**src/rtl/bus_to_st.sv**
```systemverilog
// bus_to_st: serializes wide bus words into a packetized Avalon-ST symbol
// stream of fixed-size turbo packets, with sop/eop framing.
//
// Ports:
//   clk_400   : single clock for all logic
//   rst_n     : asynchronous active-low reset
//   bus_data  : bus word; payload in the top ST_PER_BUS bits
//   bus_en    : write strobe, honored only while bus_ready=1
//   bus_ready : 2-entry word buffer is not full
//   st_ready  : sink ready, ready latency 0
//   st_data   : output symbol
//   st_valid  : symbol valid
//   st_sop    : first symbol of a turbo packet
//   st_eop    : last symbol of a turbo packet
//   st_error  : always 0
module bus_to_st #(
    parameter int BUS                   = 534,
    parameter int ST_PER_BUS            = 512,
    parameter int NUM_ST_PER_BUS        = 42,
    parameter int ST_PER_TURBO_PKT      = 1028,
    parameter int NUM_BUS_PER_TURBO_PKT = 25,
    parameter int ST                    = 12
) (
    input  logic          clk_400,
    input  logic          rst_n,
    input  logic [BUS-1:0] bus_data,
    input  logic          bus_en,
    output logic          bus_ready,
    input  logic          st_ready,
    output logic [ST-1:0] st_data,
    output logic          st_valid,
    output logic          st_sop,
    output logic          st_eop,
    output logic          st_error
);

    localparam int SYM_W   = $clog2(NUM_ST_PER_BUS);
    localparam int BIDX_W  = $clog2(NUM_BUS_PER_TURBO_PKT);
    localparam int PKT_W   = $clog2(ST_PER_TURBO_PKT);
    localparam int PAY_LSB = BUS - ST_PER_BUS;
    localparam int LAST_USED = ST_PER_TURBO_PKT
                             - (NUM_BUS_PER_TURBO_PKT - 1) * NUM_ST_PER_BUS;

    localparam logic [SYM_W-1:0]  SYM_FULL_END = SYM_W'(NUM_ST_PER_BUS - 1);
    localparam logic [SYM_W-1:0]  SYM_LAST_END = SYM_W'(LAST_USED - 1);
    localparam logic [BIDX_W-1:0] BIDX_END     = BIDX_W'(NUM_BUS_PER_TURBO_PKT - 1);
    localparam logic [PKT_W-1:0]  PKT_END      = PKT_W'(ST_PER_TURBO_PKT - 1);

    // word buffer
    logic [BUS-1:0] mem_q [2];
    logic           wr_ptr_q, wr_ptr_d;
    logic           rd_ptr_q, rd_ptr_d;
    logic [1:0]     cnt_q, cnt_d;

    // position counters
    logic [SYM_W-1:0]  sym_idx_q, sym_idx_d;
    logic [BIDX_W-1:0] bus_idx_q, bus_idx_d;
    logic [PKT_W-1:0]  pkt_sym_q, pkt_sym_d;

    // output register
    logic [ST-1:0] data_q, data_d;
    logic          valid_q, valid_d;
    logic          sop_q, sop_d;
    logic          eop_q, eop_d;

    logic [BUS-1:0]   head;
    logic [ST-1:0]    syms [NUM_ST_PER_BUS];
    logic [ST-1:0]    head_sym;
    logic [SYM_W-1:0] sym_end;
    logic             empty, full;
    logic             load_en, do_load, last_sym;
    logic             push, pop;

    assign head = mem_q[rd_ptr_q];

    always_comb begin
        for (int k = 0; k < NUM_ST_PER_BUS; k++) begin
            syms[k] = head[PAY_LSB + ST*k +: ST];
        end
    end

    assign head_sym = syms[sym_idx_q];

    assign empty    = (cnt_q == 2'd0);
    assign full     = (cnt_q == 2'd2);
    assign load_en  = !valid_q || st_ready;
    assign do_load  = load_en && !empty;
    // the packet's final word only carries the tail of the packet
    assign sym_end  = (bus_idx_q == BIDX_END) ? SYM_LAST_END : SYM_FULL_END;
    assign last_sym = (sym_idx_q == sym_end);
    assign push     = bus_en && !full;
    assign pop      = do_load && last_sym;

    assign bus_ready = !full;
    assign st_data   = data_q;
    assign st_valid  = valid_q;
    assign st_sop    = sop_q;
    assign st_eop    = eop_q;
    assign st_error  = 1'b0;

    always_comb begin
        sym_idx_d = sym_idx_q;
        bus_idx_d = bus_idx_q;
        pkt_sym_d = pkt_sym_q;
        data_d    = data_q;
        valid_d   = valid_q;
        sop_d     = sop_q;
        eop_d     = eop_q;
        wr_ptr_d  = push ? ~wr_ptr_q : wr_ptr_q;
        rd_ptr_d  = pop  ? ~rd_ptr_q : rd_ptr_q;
        cnt_d     = cnt_q;

        unique case ({push, pop})
            2'b10:   cnt_d = cnt_q + 2'd1;
            2'b01:   cnt_d = cnt_q - 2'd1;
            default: cnt_d = cnt_q;
        endcase

        if (do_load) begin
            data_d    = head_sym;
            valid_d   = 1'b1;
            sop_d     = (pkt_sym_q == '0);
            eop_d     = (pkt_sym_q == PKT_END);
            pkt_sym_d = (pkt_sym_q == PKT_END) ? '0 : pkt_sym_q + 1'b1;
            if (last_sym) begin
                sym_idx_d = '0;
                bus_idx_d = (bus_idx_q == BIDX_END) ? '0 : bus_idx_q + 1'b1;
            end else begin
                sym_idx_d = sym_idx_q + 1'b1;
            end
        end else if (load_en) begin
            // symbol consumed with nothing to replace it
            valid_d = 1'b0;
            sop_d   = 1'b0;
            eop_d   = 1'b0;
        end
    end

    always_ff @(posedge clk_400 or negedge rst_n) begin
        if (!rst_n) begin
            mem_q[0]  <= '0;
            mem_q[1]  <= '0;
            wr_ptr_q  <= 1'b0;
            rd_ptr_q  <= 1'b0;
            cnt_q     <= '0;
            sym_idx_q <= '0;
            bus_idx_q <= '0;
            pkt_sym_q <= '0;
            data_q    <= '0;
            valid_q   <= 1'b0;
            sop_q     <= 1'b0;
            eop_q     <= 1'b0;
        end else begin
            if (push) begin
                mem_q[wr_ptr_q] <= bus_data;
            end
            wr_ptr_q  <= wr_ptr_d;
            rd_ptr_q  <= rd_ptr_d;
            cnt_q     <= cnt_d;
            sym_idx_q <= sym_idx_d;
            bus_idx_q <= bus_idx_d;
            pkt_sym_q <= pkt_sym_d;
            data_q    <= data_d;
            valid_q   <= valid_d;
            sop_q     <= sop_d;
            eop_q     <= eop_d;
        end
    end

endmodule

```
**config.mk**
```make
export PLATFORM = sky130hd
export DESIGN_NAME = bus_to_st
export DESIGN_NICKNAME = d
export VERILOG_FILES = /design/src/rtl/bus_to_st.sv
export SDC_FILE = /design/constraint.sdc
export NUM_CORES = 1
export LEC_CHECK = 0
export ABC_AREA = 0
export ABC_CLOCK_PERIOD_IN_PS = 7800
export BUFFER_PORTS_ARGS = -buffer_cell sky130_fd_sc_hd__buf_2
export CORE_MARGIN = 5
export CORE_UTILIZATION = 30
export CTS_CLUSTER_SIZE = 28
export DETAILED_ROUTE_END_ITERATION = 16
export GPL_TIMING_DRIVEN = 0
export PLACE_DENSITY_LB_ADDON = 0.15
export SYNTH_ARGS = -nofsm -noshare
export SYNTH_HDL_FRONTEND = slang
export SYNTH_SLANG_ARGS = --single-unit
```
**constraint.sdc**
```tcl
create_clock -name clk_400 -period 7.8 [get_ports clk_400]
set_clock_uncertainty 0.05 [all_clocks]
set_input_delay 0.39 -clock clk_400 [delete_from_list [all_inputs] [get_ports clk_400]]
set_output_delay 0.39 -clock clk_400 [all_outputs]
set_load 0.01 [all_outputs]
```
Yosys cells after proc, flatten, opt, wreduce, memory -nomap -nowiden
Cells that the tools add are included.

cells by class
  mux-type cells = 18
  bitwise logic cells = 5
  order comparisons = 4
  add/sub/neg operators = 5
  reductions and logical operators = 13
  equality and inequality tests = 6

operators with widths
  kind                     count
  $mux W526                3
  $bwmux W1068             1
  $demux W534 S1           1
  $mux W534                1
  $bmux W12 S6             1
  $mux W12                 2
  $mux W6                  2
  $add A11 B1 Y11 const B  1
  $eq A11 B11 Y1 const B   1
  $logic_not A11 Y1        1
  $mux W11                 1
  $ge A7 B7 Y1 const B     1
  $not A6 Y7               1
  $add A6 B1 Y6 const B    1
  $eq A6 B6 Y1             1
  $add A5 B1 Y5 const B    1
  $eq A5 B5 Y1 const B     1
  $mux W5                  1
  $eq A2 B2 Y1 const B     2
  $ge A2 B2 Y1 const B     2
  $logic_and A1 B1 Y1      4
  $mux W1                  4
  $not A1 Y2               2
  $pmux W2 S2              1
  other kinds (10)         14

word-level totals
  input port bits = 538
  output and inout bits = 17
  logic and storage cells = 63
  register bits after elaboration = 1109

Longest topological paths before layout
  word-level depth = 7
  gate-level depth with buffers = 10
  gate-level depth less buffers = 9

Worst setup path before layout
OpenSTA, ideal clock, no wires.

  path type = reg2reg
  start point = register bus_idx_q[0]
  end point = register cnt_q[1]
  data required time = 7.671 ns
  arrival = 2.493 ns
  period minus slack after synthesis = 2.622 ns
  setup slack = 5.178 ns
  library setup time = 0.079 ns
  cell stages (with the launch flop) = 10
  path buffers = 1
  cells stage by stage = dfrtp_1 > inv_1 > ha_1 > and4b_1 > or3_4 > a2111oi_4 > buf_6 > ha_1 > nor2_1 > xor2_1

between the ends
  word-level cells in the longest chain between the ends = 6
  elaborated cells on any way between the ends = 8
  those cells by class = eq/ne: 4; mux: 2; reduce/logical: 2

ends and longest elaborated chain
  element                                            RTL line  source
  start: declaration                                 57        logic [BIDX_W-1:0] bus_idx_q, bus_idx_d;
  start signal: assignment                           161       bus_idx_q <= bus_idx_d;
  $eq A5 B5 Y1 (*)                                   89        assign sym_end = (bus_idx_q == BIDX_END) ? SYM_LAST_END : SYM_FULL_END;
  $mux W6 (*)                                        89
  $eq A6 B6 Y1 (*)                                   90        assign last_sym = (sym_idx_q == sym_end);
  $logic_and A1 B1 Y1 (*)                            92        assign pop = do_load && last_sym;
  named net pop                                      72        logic push, pop;
  $eq A2 B1 Y1 or $eq A2 B2 Y1 (tied branches)       113       unique case ({push, pop})
  $pmux W2 S2 or $reduce_bool A2 Y1 (tied branches)  -
  end signal: assignment                             159       cnt_q <= cnt_d;
  end: declaration                                   53        logic [1:0] cnt_q, cnt_d;

The timed path passes the listed nets; every way through them passes the cells marked *.
A chain may end at the register's enable or synchronous reset.

Final worst setup path
  start point = register sym_idx_q[0]
  end point = register data_q[4], in the netlist st_data[4]

between the ends
  word-level cells in the longest chain between the ends = 4

ends and longest elaborated chain
  element                                       RTL line  source
  start: declaration                            56        logic [SYM_W-1:0] sym_idx_q, sym_idx_d;
  start signal: assignment                      160       sym_idx_q <= sym_idx_d;
  $not A6 Y7 (implied by the code)              82        assign head_sym = syms[sym_idx_q];
  $bmux W12 S6                                  82
  $mux W12 (implied by the code) (2 in series)  82
  end signal: assignment                        163       data_q <= data_d;
  end: declaration                              61        logic [ST-1:0] data_q, data_d;

Every way passes these cells. The select of a mux whose other input is x is not followed.

==> results_dict.tcl <==
set metrics [dict create \
    status "complete, no violations" \
    synth_edf_count 0 \
    num_rows 145 \
    final_cells 6415 \
    routed_wl_um 177000 \
    antenna_found_initial 68 \
    cts_hold_buf 507 \
    fin_crit_sh 0.561 \
    routabilityCongestion 0.789 \
    dieArea_mm2 0.166 \
    die_x_um 407 \
    ant_nets 0 \
    grtUsageTotal 0.213 \
    num_io_pins 555 \
    drc 0 \
    max_freq_ghz 0.229 \
    avgSynthCellArea_um2 15.6 \
    n_fill_cell 14900 \
    cts_max_level 4 \
    cts_resized 0 \
    setup_viol 0 \
    rr_worst_depth 8 \
    worst_pin_slew_ns 1.28 \
    critPathLaunchType "register" \
    hold_viol 0 \
    finalSetupTns_ns 0 \
    setup_ws_ns 3.42 \
    placed_cell_area_mm2 0.0527 \
    vias_per_cell 4.90 \
    ys.flop_type "dfrtp_1" \
    slew_violations 0 \
    ys_ff_latch 1049 \
    place_hpwl_um 131000 \
    clock-sinks 1049 \
    hold_path_class "in -> async" \
    cts_buffers 132 \
    firstDrtPassIters 5 \
    preCtsSetupSlack_ns 3.44 \
    crit_type "reg -> reg" \
    area_growth_pct 31.8 \
    synthesis.area_mm2 0.0473 \
    initial_core_util 0.302 \
    cellPowerDensity_mw_per_mm2 425 \
    num_vias 31400 \
    whs_ns 0.154 \
    yosysWarnings 0 \
    arrival_ns 4.94 \
    design_area_mm2 0.0623 \
    syn-num-nets 3578 \
    total_power_mw 26.5 \
    drive_above_1_share 0.501 \
    cts_root_buf "clkbuf_16" \
    insertion_delay_ns 0.78 \
    post-place-cells 5623 \
    ys_seq_area_frac 0.555 \
    rsz0062_at_grt "no" \
    cts_tree "yes" \
    clockBufferDepth 3 \
    die_y_um 407 \
    crit_path_end_kind "register" \
    grt_pass1_wl_um 252000 \
    leakagePower_nw 26.0 \
    cp_max_fo 11 \
    wl_per_cell_um 27.6 \
    syn_inst 3034 \
    buffer_ports.inserted 523 \
    max_slew_margin 0.147 \
    post_cts_buffers 0 \
    cp.required_ns 8.36 \
    grt_pass1_vias 34000 \
    finalCriticalPeriod_ns 4.38 \
    grt_remaining_overflow 0 \
    async_flop_share 1.00 \
    drv_cap 0 \
    grt_max_degree 160 \
    final_core_util 0.399 \
    nets 4750 \
    first_iter_violations 1892 \
    clkTransAtPathRegs_ns 0.06 \
    peakVddDrop_uv 246 \
    synth.distinct_cells 53 \
    fp.coreArea_mm2 0.156 \
]
cells by family (layout without fill, tap and decap cells):
group / after synthesis / count (layout) / synth area share
AND/OR/NAND/NOR: 178 / 178 / 0.0174
flip-flops: 1049 / 1049 / 0.555
multiplexers: 1369 / 1369 / 0.368
adder cells (fa/ha/maj): 6 / 6 / 0.00159
buffers and inverters: 225 / 1492 / 0.0235
AO/OA/AOI/OAI: 190 / 190 / 0.0311
other: 1 / 57 / 0.0000793
XOR/XNOR: 16 / 16 / 0.00296
worst paths after layout:
path                       slack [ns]          to           from
min reg2reg                      0.42      st_eop         st_eop
max in group asynchronous        4.67  mem_q[149]          rst_n
max reg2reg                      3.42  st_data[4]   sym_idx_q[0]
min                              0.15  mem_q[966]          rst_n
max                              3.42  st_data[4]   sym_idx_q[0]
min in group clk_400             0.33  mem_q[259]  bus_data[259]
registers in the layout, indices dropped and copies added, names as in the netlist, 2 cells and up:
| name | count |
|---|---|
| sym_idx_q | 6 |
| mem_q | 1008 |
| pkt_sym_q | 11 |
| st_data | 12 |
| bus_idx_q | 5 |
| cnt_q | 2 |
layout by cell type, fill, tap and decap left out, types with 8 or more instances in the layout:
cell,synthesis,layout
a221o_1,12,12
a221oi_1,35,35
a22oi_1,27,27
a31o_2,12,12
a31oi_1,14,14
a32oi_1,11,11
buf_2,126,648
buf_4,19,19
clkbuf_1,61,91
clkbuf_16,0,135
clkbuf_8,0,32
clkinv_2,0,10
dfrtp_1,1049,1049
diode_2,0,56
dlygate4sd3_1,0,507
mux2_2,1067,1067
mux2i_1,112,112
mux4_2,190,190
nand2_1,64,64
nand3_1,19,19
nor2_1,52,51
nor2b_1,8,8
o211ai_1,25,25
o21ai_0,17,17
o21bai_1,11,11
o22ai_1,12,12
xnor2_1,9,9
power breakdown:
| group | leakage (nW) | total (mW) | internal [mW] | switching [mW] |
|---|---|---|---|---|
| clock network | 2.16 | 6.24 | 3.71 | 2.53 |
| registers | 12.3 | 9.59 | 8.25 | 1.34 |
| logic | 11.5 | 10.6 | 5.26 | 5.38 |
| total | 26.0 | 26.5 | 17.2 | 9.25 |
cells in the mapped netlist (5+ instances only):
cell | number | share of area
mux2_2 | 1067 | 0.25
dfrtp_1 | 1049 | 0.56
mux4_2 | 190 | 0.090
buf_2 | 126 | 0.013
mux2i_1 | 112 | 0.024
nand2_1 | 64 | 0.0051
clkbuf_1 | 61 | 0.0048
nor2_1 | 52 | 0.0041
a221oi_1 | 35 | 0.0065
a22oi_1 | 27 | 0.0043
o211ai_1 | 25 | 0.0040
buf_4 | 19 | 0.0030
nand3_1 | 19 | 0.0020
o21ai_0 | 17 | 0.0018
a31oi_1 | 14 | 0.0019
a221o_1 | 12 | 0.0025
a31o_2 | 12 | 0.0022
o22ai_1 | 12 | 0.0016
a32oi_1 | 11 | 0.0020
o21bai_1 | 11 | 0.0017
xnor2_1 | 9 | 0.0017
nor2b_1 | 8 | 0.0011
nand4_1 | 7 | 0.00093
xor2_1 | 7 | 0.0013
buf_1 | 6 | 0.00048
ha_1 | 6 | 0.0016
inv_1 | 6 | 0.00048
and3_1 | 5 | 0.00066
buf_6 | 5 | 0.0012
critical path: stages (launching register included):
cell,delay (ns)
dfrtp_1,0.38
buf_2,0.38
buf_2,0.59
clkbuf_1,0.89
mux4_2,0.48
o22ai_1,0.53
o21bai_1,0.15
a32oi_1,0.56
a31oi_1,0.17
final cells by class:
type,instances,area (um2),share of cell area
antenna,56,140,0.00225
buffer,217,1080,0.0173
clock buffer,197,3930,0.0631
clock inverter,32,475,0.00763
inverter,8,30.0,0.000482
multi-input combinational,1760,19900,0.320
sequential,1049,26300,0.421
tap,2058,2570,0.0413
timing repair buffer,1038,7920,0.127
layer usage:
metal	GRT usage	share of wire	up-vias
met5	0	0.00086	-
met4	0.0473	0.019	24
li1	-	-	13800
met1	0.291	0.45	16700
met3	0.0467	0.055	199
met2	0.349	0.48	701
Note: power is estimated with default switching activity, not from simulation.
